### src/rtl/binary_term_stream_encoder_pkg.sv
// Shared types and helpers for term-quantization blocks (binary operand <-> power-of-two term streams).
package binary_term_stream_encoder_pkg;

  typedef enum logic {
    ST_IDLE = 1'b0,
    ST_EMIT = 1'b1
  } state_e;

  function automatic int exp_width(input int data_width);
    return (data_width > 1) ? $clog2(data_width) : 1;
  endfunction

endpackage

### src/rtl/binary_term_stream_encoder_pe.sv
// Combinational priority encoder: index of the highest set bit of a residue, plus a nonzero flag.
module term_priority_encoder
  import binary_term_stream_encoder_pkg::*;
#(
  parameter int DATA_WIDTH = 8,
  parameter int EXP_WIDTH  = exp_width(DATA_WIDTH)
) (
  input  logic [DATA_WIDTH-1:0] residue,
  output logic [EXP_WIDTH-1:0]  exp,
  output logic                  any
);

  always_comb begin
    exp = '0;
    for (int i = 0; i < DATA_WIDTH; i++) begin
      if (residue[i]) exp = EXP_WIDTH'(i);
    end
    any = |residue;
  end

endmodule

### src/rtl/binary_term_stream_encoder.sv
// Serialises signed operands into MSB-first +/-2^k term beats, truncated to MAX_TERMS per operand.
module binary_term_stream_encoder
  import binary_term_stream_encoder_pkg::*;
#(
  parameter int DATA_WIDTH = 8,
  parameter int MAX_TERMS  = 3,
  parameter int EXP_WIDTH  = exp_width(DATA_WIDTH)
) (
  input  logic                         clk,
  input  logic                         reset,
  input  logic                         in_valid,
  output logic                         in_ready,
  input  logic signed [DATA_WIDTH-1:0] in_data,
  output logic                         out_valid,
  input  logic                         out_ready,
  output logic [EXP_WIDTH-1:0]         out_exp,
  output logic                         out_sign,
  output logic                         out_zero,
  output logic                         out_last,
  output logic                         out_trunc
);

  localparam int CNT_W = (MAX_TERMS > 1) ? $clog2(MAX_TERMS + 1) : 1;

  state_e                  state_q, state_d;
  logic [DATA_WIDTH-1:0]   residue_q, residue_d;
  logic                    sign_q, sign_d;
  logic [CNT_W-1:0]        count_q, count_d;

  logic [EXP_WIDTH-1:0]    enc_exp;
  logic                    enc_any;
  logic [DATA_WIDTH-1:0]   cleared;
  logic [DATA_WIDTH-1:0]   magnitude;
  logic                    emit, zero_c, last_c, beat, accept;

  term_priority_encoder #(
    .DATA_WIDTH (DATA_WIDTH),
    .EXP_WIDTH  (EXP_WIDTH)
  ) u_pe (
    .residue (residue_q),
    .exp     (enc_exp),
    .any     (enc_any)
  );

  always_comb begin
    emit    = (state_q == ST_EMIT);
    cleared = residue_q & ~(DATA_WIDTH'(1) << enc_exp);
    zero_c  = emit && !enc_any && (count_q == '0);
    last_c  = emit && (zero_c || (cleared == '0) || (count_q == CNT_W'(MAX_TERMS - 1)));

    out_valid = emit;
    out_exp   = emit ? enc_exp : '0;
    out_sign  = emit && sign_q;
    out_zero  = zero_c;
    out_last  = last_c;
    out_trunc = last_c && !zero_c && (cleared != '0);

    beat     = emit && out_ready;
    in_ready = !emit || (out_ready && last_c);
    accept   = in_valid && in_ready;

    // The most negative operand negates to itself, which reads as 2^(DATA_WIDTH-1) unsigned.
    magnitude = in_data[DATA_WIDTH-1] ? $unsigned(-in_data) : $unsigned(in_data);

    state_d   = state_q;
    residue_d = residue_q;
    sign_d    = sign_q;
    count_d   = count_q;

    if (beat) begin
      residue_d = cleared;
      count_d   = count_q + CNT_W'(1);
      if (last_c) state_d = ST_IDLE;
    end

    if (accept) begin
      residue_d = magnitude;
      sign_d    = in_data[DATA_WIDTH-1];
      count_d   = '0;
      state_d   = ST_EMIT;
    end
  end

  // Control state is reset; operand data is qualified by state and needs none.
  always_ff @(posedge clk) begin
    if (reset) begin
      state_q <= ST_IDLE;
      count_q <= '0;
    end else begin
      state_q <= state_d;
      count_q <= count_d;
    end
    residue_q <= residue_d;
    sign_q    <= sign_d;
  end

endmodule
### config.mk
export PLATFORM = sky130hd
export DESIGN_NAME = binary_term_stream_encoder
export DESIGN_NICKNAME = d
export VERILOG_FILES = /design/src/rtl/binary_term_stream_encoder_pkg.sv /design/src/rtl/binary_term_stream_encoder_pe.sv /design/src/rtl/binary_term_stream_encoder.sv
export SDC_FILE = /design/constraint.sdc
export NUM_CORES = 1
export LEC_CHECK = 0
export CELL_PAD_IN_SITES_DETAIL_PLACEMENT = 1
export CELL_PAD_IN_SITES_GLOBAL_PLACEMENT = 1
export CORE_MARGIN = 3
export CORE_UTILIZATION = 41
export DETAILED_ROUTE_END_ITERATION = 16
export PLACE_DENSITY_LB_ADDON = 0.3
export RECOVER_POWER = 50
export SYNTH_ARGS = -nofsm -noshare
export SYNTH_HDL_FRONTEND = slang
export SYNTH_HIERARCHICAL = 1
export SYNTH_SLANG_ARGS = --single-unit
### constraint.sdc
create_clock -name clk -period 4.1 [get_ports clk]
set_clock_uncertainty 0.2 [all_clocks]
set_input_delay 0.41 -clock clk [delete_from_list [all_inputs] [get_ports clk]]
set_output_delay 0.41 -clock clk [all_outputs]
set_load 0.01 [all_outputs]
[Word-level counts from Yosys, hierarchy flattened]
Cells that the tools add are included.
Word-level totals
  flip-flop bits (word level): 12
  logic and storage cells: 47
Operators by class
  add/sub/neg operators: 2
  eq/ne operators: 1
  shift-type cells: 1
  muxes and demuxes: 14
  bitwise operators: 2
  reduce and logical (&&, ||, !) cells: 23
Operators by type and width (number)
  $mux W8: 3
  $mux W3: 5
  $logic_and A1 B1 Y1: 9
  $and A8 B8 Y8: 1
  $logic_not A8 Y1: 1
  $neg A8 Y8: 1
  $not A8 Y8: 1
  $reduce_bool A8 Y1: 1
  $reduce_or A8 Y1: 1
  $shl A1 B3 Y8 const A: 1
  $mux W1: 4
  $mux W2: 2
  $reduce_bool A2 Y1: 2
  $logic_not A1 Y1: 3
  $logic_or A1 B1 Y1: 3
  $add A2 B1 Y2 const B: 1
  $eq A2 B2 Y1 const B: 1
  $logic_not A2 Y1: 1
  $reduce_and A2 Y1: 1
  $reduce_or A2 Y1: 1

[Depth between registers and ports, before layout]
Gate-level depths: netlist of run 1.
  word-level depth: 19
  gate-level depth with buffers: 10
  gate-level depth less buffers: 8

[By module]
The synthesis of run 1 kept the hierarchy.
By module, submodules not included
  binary_term_stream_encoder: times used 1, cells each 105, area an instance 973.4 um2
  term_priority_encoder: times used 1, cells each 12, area an instance 66.3 um2

[Worst setup path before layout of run 1]
No wires, ideal clock.
  kind: flip-flop to output port
  start point: reg residue_q[4]
  end point: out in_ready
  arrival time: 2.101 ns
  slack: 1.389 ns
  cell stages (with the launch flop): 7
  cell sequence: edfxtp_1 o31ai_1 nor2b_1 a21oi_1 nor4_4 or3_4 a21bo_1
On the way
  word-level cells in the longest chain between the ends: 13
RTL lines
  start: declaration: RTL line binary_term_stream_encoder.sv:26  | logic [DATA_WIDTH-1:0] residue_q, residue_d;
  start signal: assignment: RTL line binary_term_stream_encoder.sv:93  | residue_q <= residue_d;
  $mux W3 (4 in series): RTL line binary_term_stream_encoder_pe.sv:16  | if (residue[i]) exp = EXP_WIDTH'(i);
  named net enc_exp[1]: RTL line binary_term_stream_encoder.sv:30  | logic [EXP_WIDTH-1:0] enc_exp;
  $shl A1 B3 Y8: RTL line binary_term_stream_encoder.sv:47  | cleared = residue_q & ~(DATA_WIDTH'(1) << enc_exp);
  $not A8 Y8: RTL line binary_term_stream_encoder.sv:47
  $and A8 B8 Y8: RTL line binary_term_stream_encoder.sv:47
  $logic_not A8 Y1: RTL line binary_term_stream_encoder.sv:49  | last_c = emit && (zero_c || (cleared == '0) || (count_q == CNT_W'(MAX_TERMS - 1)));
  $logic_or A1 B1 Y1 (2 in series): RTL line binary_term_stream_encoder.sv:49
  $logic_and A1 B1 Y1: RTL line binary_term_stream_encoder.sv:49
  $logic_and A1 B1 Y1: RTL line binary_term_stream_encoder.sv:59  | in_ready = !emit || (out_ready && last_c);
  $logic_or A1 B1 Y1: RTL line binary_term_stream_encoder.sv:59
  end: declaration: RTL line binary_term_stream_encoder.sv:12  | output logic in_ready,
The timed path passes the listed nets, and every way through them passes these cells.

[Worst setup path in the final report of run 1]
  start point: reg residue_q[6]
  end point: out out_last
On the way
  word-level cells in the longest chain between the ends: 9
RTL lines
  $mux W3 (2 in series): RTL line binary_term_stream_encoder_pe.sv:16
  named net enc_exp[2]: RTL line binary_term_stream_encoder.sv:30
  $shl A1 B3 Y8: RTL line binary_term_stream_encoder.sv:47
  $not A8 Y8: RTL line binary_term_stream_encoder.sv:47
  $and A8 B8 Y8: RTL line binary_term_stream_encoder.sv:47
  $logic_not A8 Y1: RTL line binary_term_stream_encoder.sv:49
  $logic_or A1 B1 Y1 (2 in series): RTL line binary_term_stream_encoder.sv:49
  $logic_and A1 B1 Y1: RTL line binary_term_stream_encoder.sv:49
  end: declaration: RTL line binary_term_stream_encoder.sv:19  | output logic out_last,
The timed path passes the listed nets, and every way through them passes these cells.

==> results of run 1 <==
## routing by layer
metal	part of all wire, %	routed length [µm]
met1	47	1180
met2	49	1250
met3	2.7	68
met4	1.4	35
met5	0	0
## area by class of cell
cell class	count	area, µm²
Inverter	9	33.8
Tap cell	28	35.0
Clock buffer	3	22.5
Clock inverter	1	3.75
Timing Repair Buffer	23	219
Multi-Input combinational cell	92	652
Sequential cell	12	330
Fill cell	272	1020
## how the worst max path moves through the flow
stage,endpoint
after detailed placement,out_last
after floorplan,in_ready
after global routing,out_last
final,out_last
after CTS,out_last
after global placement,out_last
## Yosys cell counts, types with 2 or more instances
master	n	area, µm²
dfxtp_1	3	60.1
nand2b_1	3	18.8
ha_1	3	37.5
o21ai_0	5	25.0
inv_1	7	26.3
a21oi_1	4	20.0
o31ai_1	4	30.0
xor2_1	4	35.0
nor2_1	10	37.5
a21oi_2	2	17.5
buf_6	2	22.5
nor2b_1	3	18.8
inv_2	2	7.51
edfxtp_1	9	270
nand2_1	16	60.1
nor3b_1	2	15.0
and2_1	6	37.5
nand3_1	2	10.0
mux2i_1	12	120
## where the power goes
part / total (mW) / switching, mW / internal [mW]
logic: 0.147 / 0.0794 / 0.0680
clock network: 0.0738 / 0.0386 / 0.0352
registers: 0.169 / 0.0193 / 0.150
## metrics by stage
stage | cell area (µm²) | cells
after floorplan | 1040 | 117
after global placement | 1270 | 164
after detailed placement | 1270 | 164
after CTS | 1300 | 168
after global routing | 1300 | 168
final | 1300 | 168
## worst max-delay path, cell delays in order (launching register included)
cell	delay, ps
edfxtp_1	490
nor2_1	240
nand2_1	340
mux2_4	400
o22a_1	190
nor4_4	340
or3_4	210
and2_1	120
clkdlybuf4s50_1	520
## state kept, by name, indices dropped and copies added, names as in the netlist
name       flops
residue_q      8
sign_q         1
count_q        2
out_valid      1
## cell families (layout without fill, tap and decap cells)
family | count (synthesis) | in the layout | share of synthesized area (%)
AOI/OAI and AO/OA | 22 | 22 | 15.8
xor gates and xnor gates | 5 | 5 | 4.21
adders and majority gates | 3 | 3 | 3.61
buffers and inverters | 13 | 36 | 6.26
DFF | 12 | 12 | 31.8
muxes | 13 | 13 | 13.0
and+or+nand+nor | 49 | 49 | 25.4
==> flow_summary.yaml, run 1 <==
power_and_ir_drop:
  ir_worst_vdd_uv: 175
  power.density_nw_per_um2: 301
  leakage_nw: 0.543
  p_total_mw: 0.390
drt:
  via_count: 927
  drc: 0
  drt-initial-drc-count: 12
  dr.pass1.iters: 5
  drt.antenna.violating_nets: 0
  routedWlPerCell_um: 15.0
  wirelength_mm: 2.53
  drt-vias-per-instance: 5.52
timing:
  hold_viol: 0
  fin_ws_ps: 377
  slew_headroom_pct: 55.7
  fin_crit_sh_pct: 90.8
  finalSetupViolCount: 0
  post-route-min-period_ps: 3720
  fmax_ghz: 0.269
  slew_violations: 0
  timing.hold.ws_ps: 382
  tns_ps: 0
  rsz0062_at_grt: "false"
  tightest_slew_ps: 660
setup_path:
  start_kind: "register"
  r2r_slack_ps: 1140
  critPathCaptureType: "output pin"
  setup.worst_path.start: "residue_q[6]$_DFFE_PP_"
  path_class: "reg2out"
  arrival_ps: 3110
  worstPathMaxFanout: 13
  ff2ff_path_depth: 8
  r2r-start: "residue_q[6]$_DFFE_PP_"
  worstPathRequired_ps: 3490
  timing.rr.end: "residue_q[0]$_DFFE_PP_"
die:
  dieArea_um2: 3180
  ios: 21
  coreArea_um2: 2320
  fp.dieH_um: 56.4
  start_util_pct: 44.8
  die_w_um: 56.4
  rows: 17
placed_design:
  place_congestion: 0.737
  port_buffers: 20
  hpwl_mm: 2.11
  dp_slack_ps: 687
cts:
  postCtsHoldBufs: 0
  root_buffer: "clkbuf_4"
  cts_buffer_depth: 2
  post-cts-setup-buffers: 0
  path_clk_slew_ps: 80
  cts_resized: 0
  numCtsBuffers: 3
  cts.sinks: 12
  worstSkewPairLatency_ps: 270
  htreeDepth: 1
  cts_tree: "done"
outcome:
  status: "finished clean"
global_routing:
  grt_overflow_total: 0
  gr-max-usage-layer: "met2"
  gr-usage-met1_pct: 21.8
  grt_pass1_wl_mm: 4.29
  antenna_found_initial: 0
  grt_max_degree: 15
  grt_util_all_layers_pct: 17.3
  grtUsageMet2_pct: 30.1
  grt_use_met3_pct: 2.76
  grt_pass1_vias: 946
yosys:
  syn_avg_cell_area_um2: 8.89
  ys_ff_latch: 12
  synthCells: 117
  synth_seq_area_share_pct: 31.8
  synth.distinct_cells: 37
  syn-num-nets: 132
  synth-main-ff-cell: "edfxtp_1"
  yosysWarnings: 6
  async_flop_share_pct: 0
  synth_edf_count: 9
  synth_area_um2: 1040
cells_and_area:
  final_util_pct: 55.9
  mostFrequentLayoutCells: "nand2_1 (16), clkdlybuf4s50_1 (16), mux2i_1 (12)"
  drive_gt1_share_pct: 11.4
  area_growth_pct: 24.7
  antennaDiodeCount: 0
  nNetsFinal: 156
hold_path:
  min_to: "count_q[0]$_SDFFE_PP0P_"
  holdPathStages: 2
  hold_path.class: "reg2reg"
  min-delay-start: "count_q[0]$_SDFFE_PP0P_"
job:
  drv_cap: 0
Power figures use the tool's default switching activity.
==> inputs of run 2 (changes only) <==
==> constraint.sdc (replaced) <==
create_clock -name clk -period 4.75 [get_ports clk]
set_clock_uncertainty 0.2 [all_clocks]
set_input_delay 0.475 -clock clk [delete_from_list [all_inputs] [get_ports clk]]
set_output_delay 0.475 -clock clk [all_outputs]
set_load 0.01 [all_outputs]
==> flow_summary.yaml, run 2 (synthesized netlist as in run 1, its figures left out) <==
global_routing:
  grt_pass1_wl_mm: 4.37
  grt_max_degree: 15
  grt_pass1_vias: 971
  gr-usage-met1_pct: 23.2
  antenna_found_initial: 0
  grtUsageMet2_pct: 29.0
  gr-max-usage-layer: "met2"
  grt_util_all_layers_pct: 17.5
  grt_overflow_total: 0
  grt_use_met3_pct: 2.30
die:
  ios: 21
  rows: 17
  start_util_pct: 44.8
  fp.dieH_um: 56.4
  dieArea_um2: 3180
  die_w_um: 56.4
  coreArea_um2: 2320
timing:
  rsz0062_at_grt: "false"
  finalSetupViolCount: 0
  post-route-min-period_ps: 4140
  fin_crit_sh_pct: 87.2
  fmax_ghz: 0.241
  slew_headroom_pct: 20.9
  hold_viol: 0
  tns_ps: 0
  slew_violations: 0
  tightest_slew_ps: 1170
setup_path:
  r2r-start: "residue_q[2]$_DFFE_PP_"
  critPathCaptureType: "output pin"
  arrival_ps: 3470
  r2r_slack_ps: 1080
  worstPathMaxFanout: 9
  worstPathRequired_ps: 4070
  path_class: "reg2out"
  start_kind: "register"
  ff2ff_path_depth: 8
  timing.rr.end: "residue_q[7]$_DFFE_PP_"
drt:
  via_count: 905
  drc: 0
  drt-vias-per-instance: 5.48
  drt.antenna.violating_nets: 0
  dr.pass1.iters: 4
  wirelength_mm: 2.55
  routedWlPerCell_um: 15.5
  drt-initial-drc-count: 16
cts:
  root_buffer: "clkbuf_4"
  cts.sinks: 12
  post-cts-setup-buffers: 0
  cts_tree: "done"
  htreeDepth: 1
  cts_buffer_depth: 2
  numCtsBuffers: 3
  path_clk_slew_ps: 80
  worstSkewPairLatency_ps: 270
  postCtsHoldBufs: 0
  cts_resized: 0
power_and_ir_drop:
  power.density_nw_per_um2: 273
  ir_worst_vdd_uv: 182
  leakage_nw: 0.541
job:
  drv_cap: 0
placed_design:
  hpwl_mm: 2.06
  place_congestion: 0.748
  port_buffers: 20
cells_and_area:
  final_util_pct: 55.1
  drive_gt1_share_pct: 9.49
  mostFrequentLayoutCells: "nand2_1 (16), clkdlybuf4s50_1 (16), mux2i_1 (12)"
  largest_reg_flops: 8
  area_growth_pct: 22.9
  reg.largest.list: "residue_q x8, count_q x2"
  n_fill_cell: 277
  regMostFlops: "residue_q"
  nNetsFinal: 153
  antennaDiodeCount: 0
outcome:
  status: "finished clean"
hold_path:
  holdPathStages: 2
  min_to: "count_q[0]$_SDFFE_PP0P_"
  min-delay-start: "count_q[0]$_SDFFE_PP0P_"
  hold_path.class: "reg2reg"
## run 2: critical path: stages (launching register included)
cell and delay [ps]:
edfxtp_1 460, inv_1 90, a21oi_1 70, o31ai_1 870
nand2_1 180, o22a_1 280, nor4_4 350, or3_1 240
and2_1 140, clkdlybuf4s50_1 530
## run 2: layout make-up
class	instances	area, µm²	share of cell area (%)
Clock buffer	4	36.3	2.84
Timing Repair Buffer	20	200	15.7
Tap cell	28	35.0	2.74
Multi-Input combinational cell	92	642	50.2
Sequential cell	12	330	25.9
Inverter	9	33.8	2.64
## run 2: worst max-delay path by stage
stage / start / to / slack (ps)
final: residue_q[2]$_DFFE_PP_ / out_last / 610
after global routing: residue_q[2]$_DFFE_PP_ / out_last / 300
after CTS: residue_q[4]$_DFFE_PP_ / out_last / 770
after detailed placement: residue_q[4]$_DFFE_PP_ / out_last / 1080
after global placement: residue_q[5]$_DFFE_PP_ / in_ready / 1250
after floorplan: residue_q[4]$_DFFE_PP_ / in_ready / 1970
## run 2: routing by layer
metal	vias up	part of all wire (%)
met4	0	1.2
met5	-	0
met2	18	48
met3	4	2.6
li1	453	-
met1	430	48
## run 2: report_power, final
| part | internal (mW) | switching [mW] |
|---|---|---|
| sequential | 0.129 | 0.0176 |
| clock | 0.0465 | 0.0338 |
| combinational | 0.0553 | 0.0665 |
| total | 0.231 | 0.118 |
## run 2: per-stage QoR
step / instance area, µm² / power (mW) / hold slack [ps] / std cells / setup WS (ps)
global placement: 1250 / 0.265 / 363 / 161 / 1250
finish: 1280 / 0.349 / 377 / 165 / 606
CTS: 1290 / 0.355 / 373 / 165 / 767
floorplan: 1040 / 0.230 / 320 / 117 / 1970
detailed placement: 1250 / 0.273 / 349 / 161 / 1080
global route: 1280 / 0.374 / 429 / 165 / 303
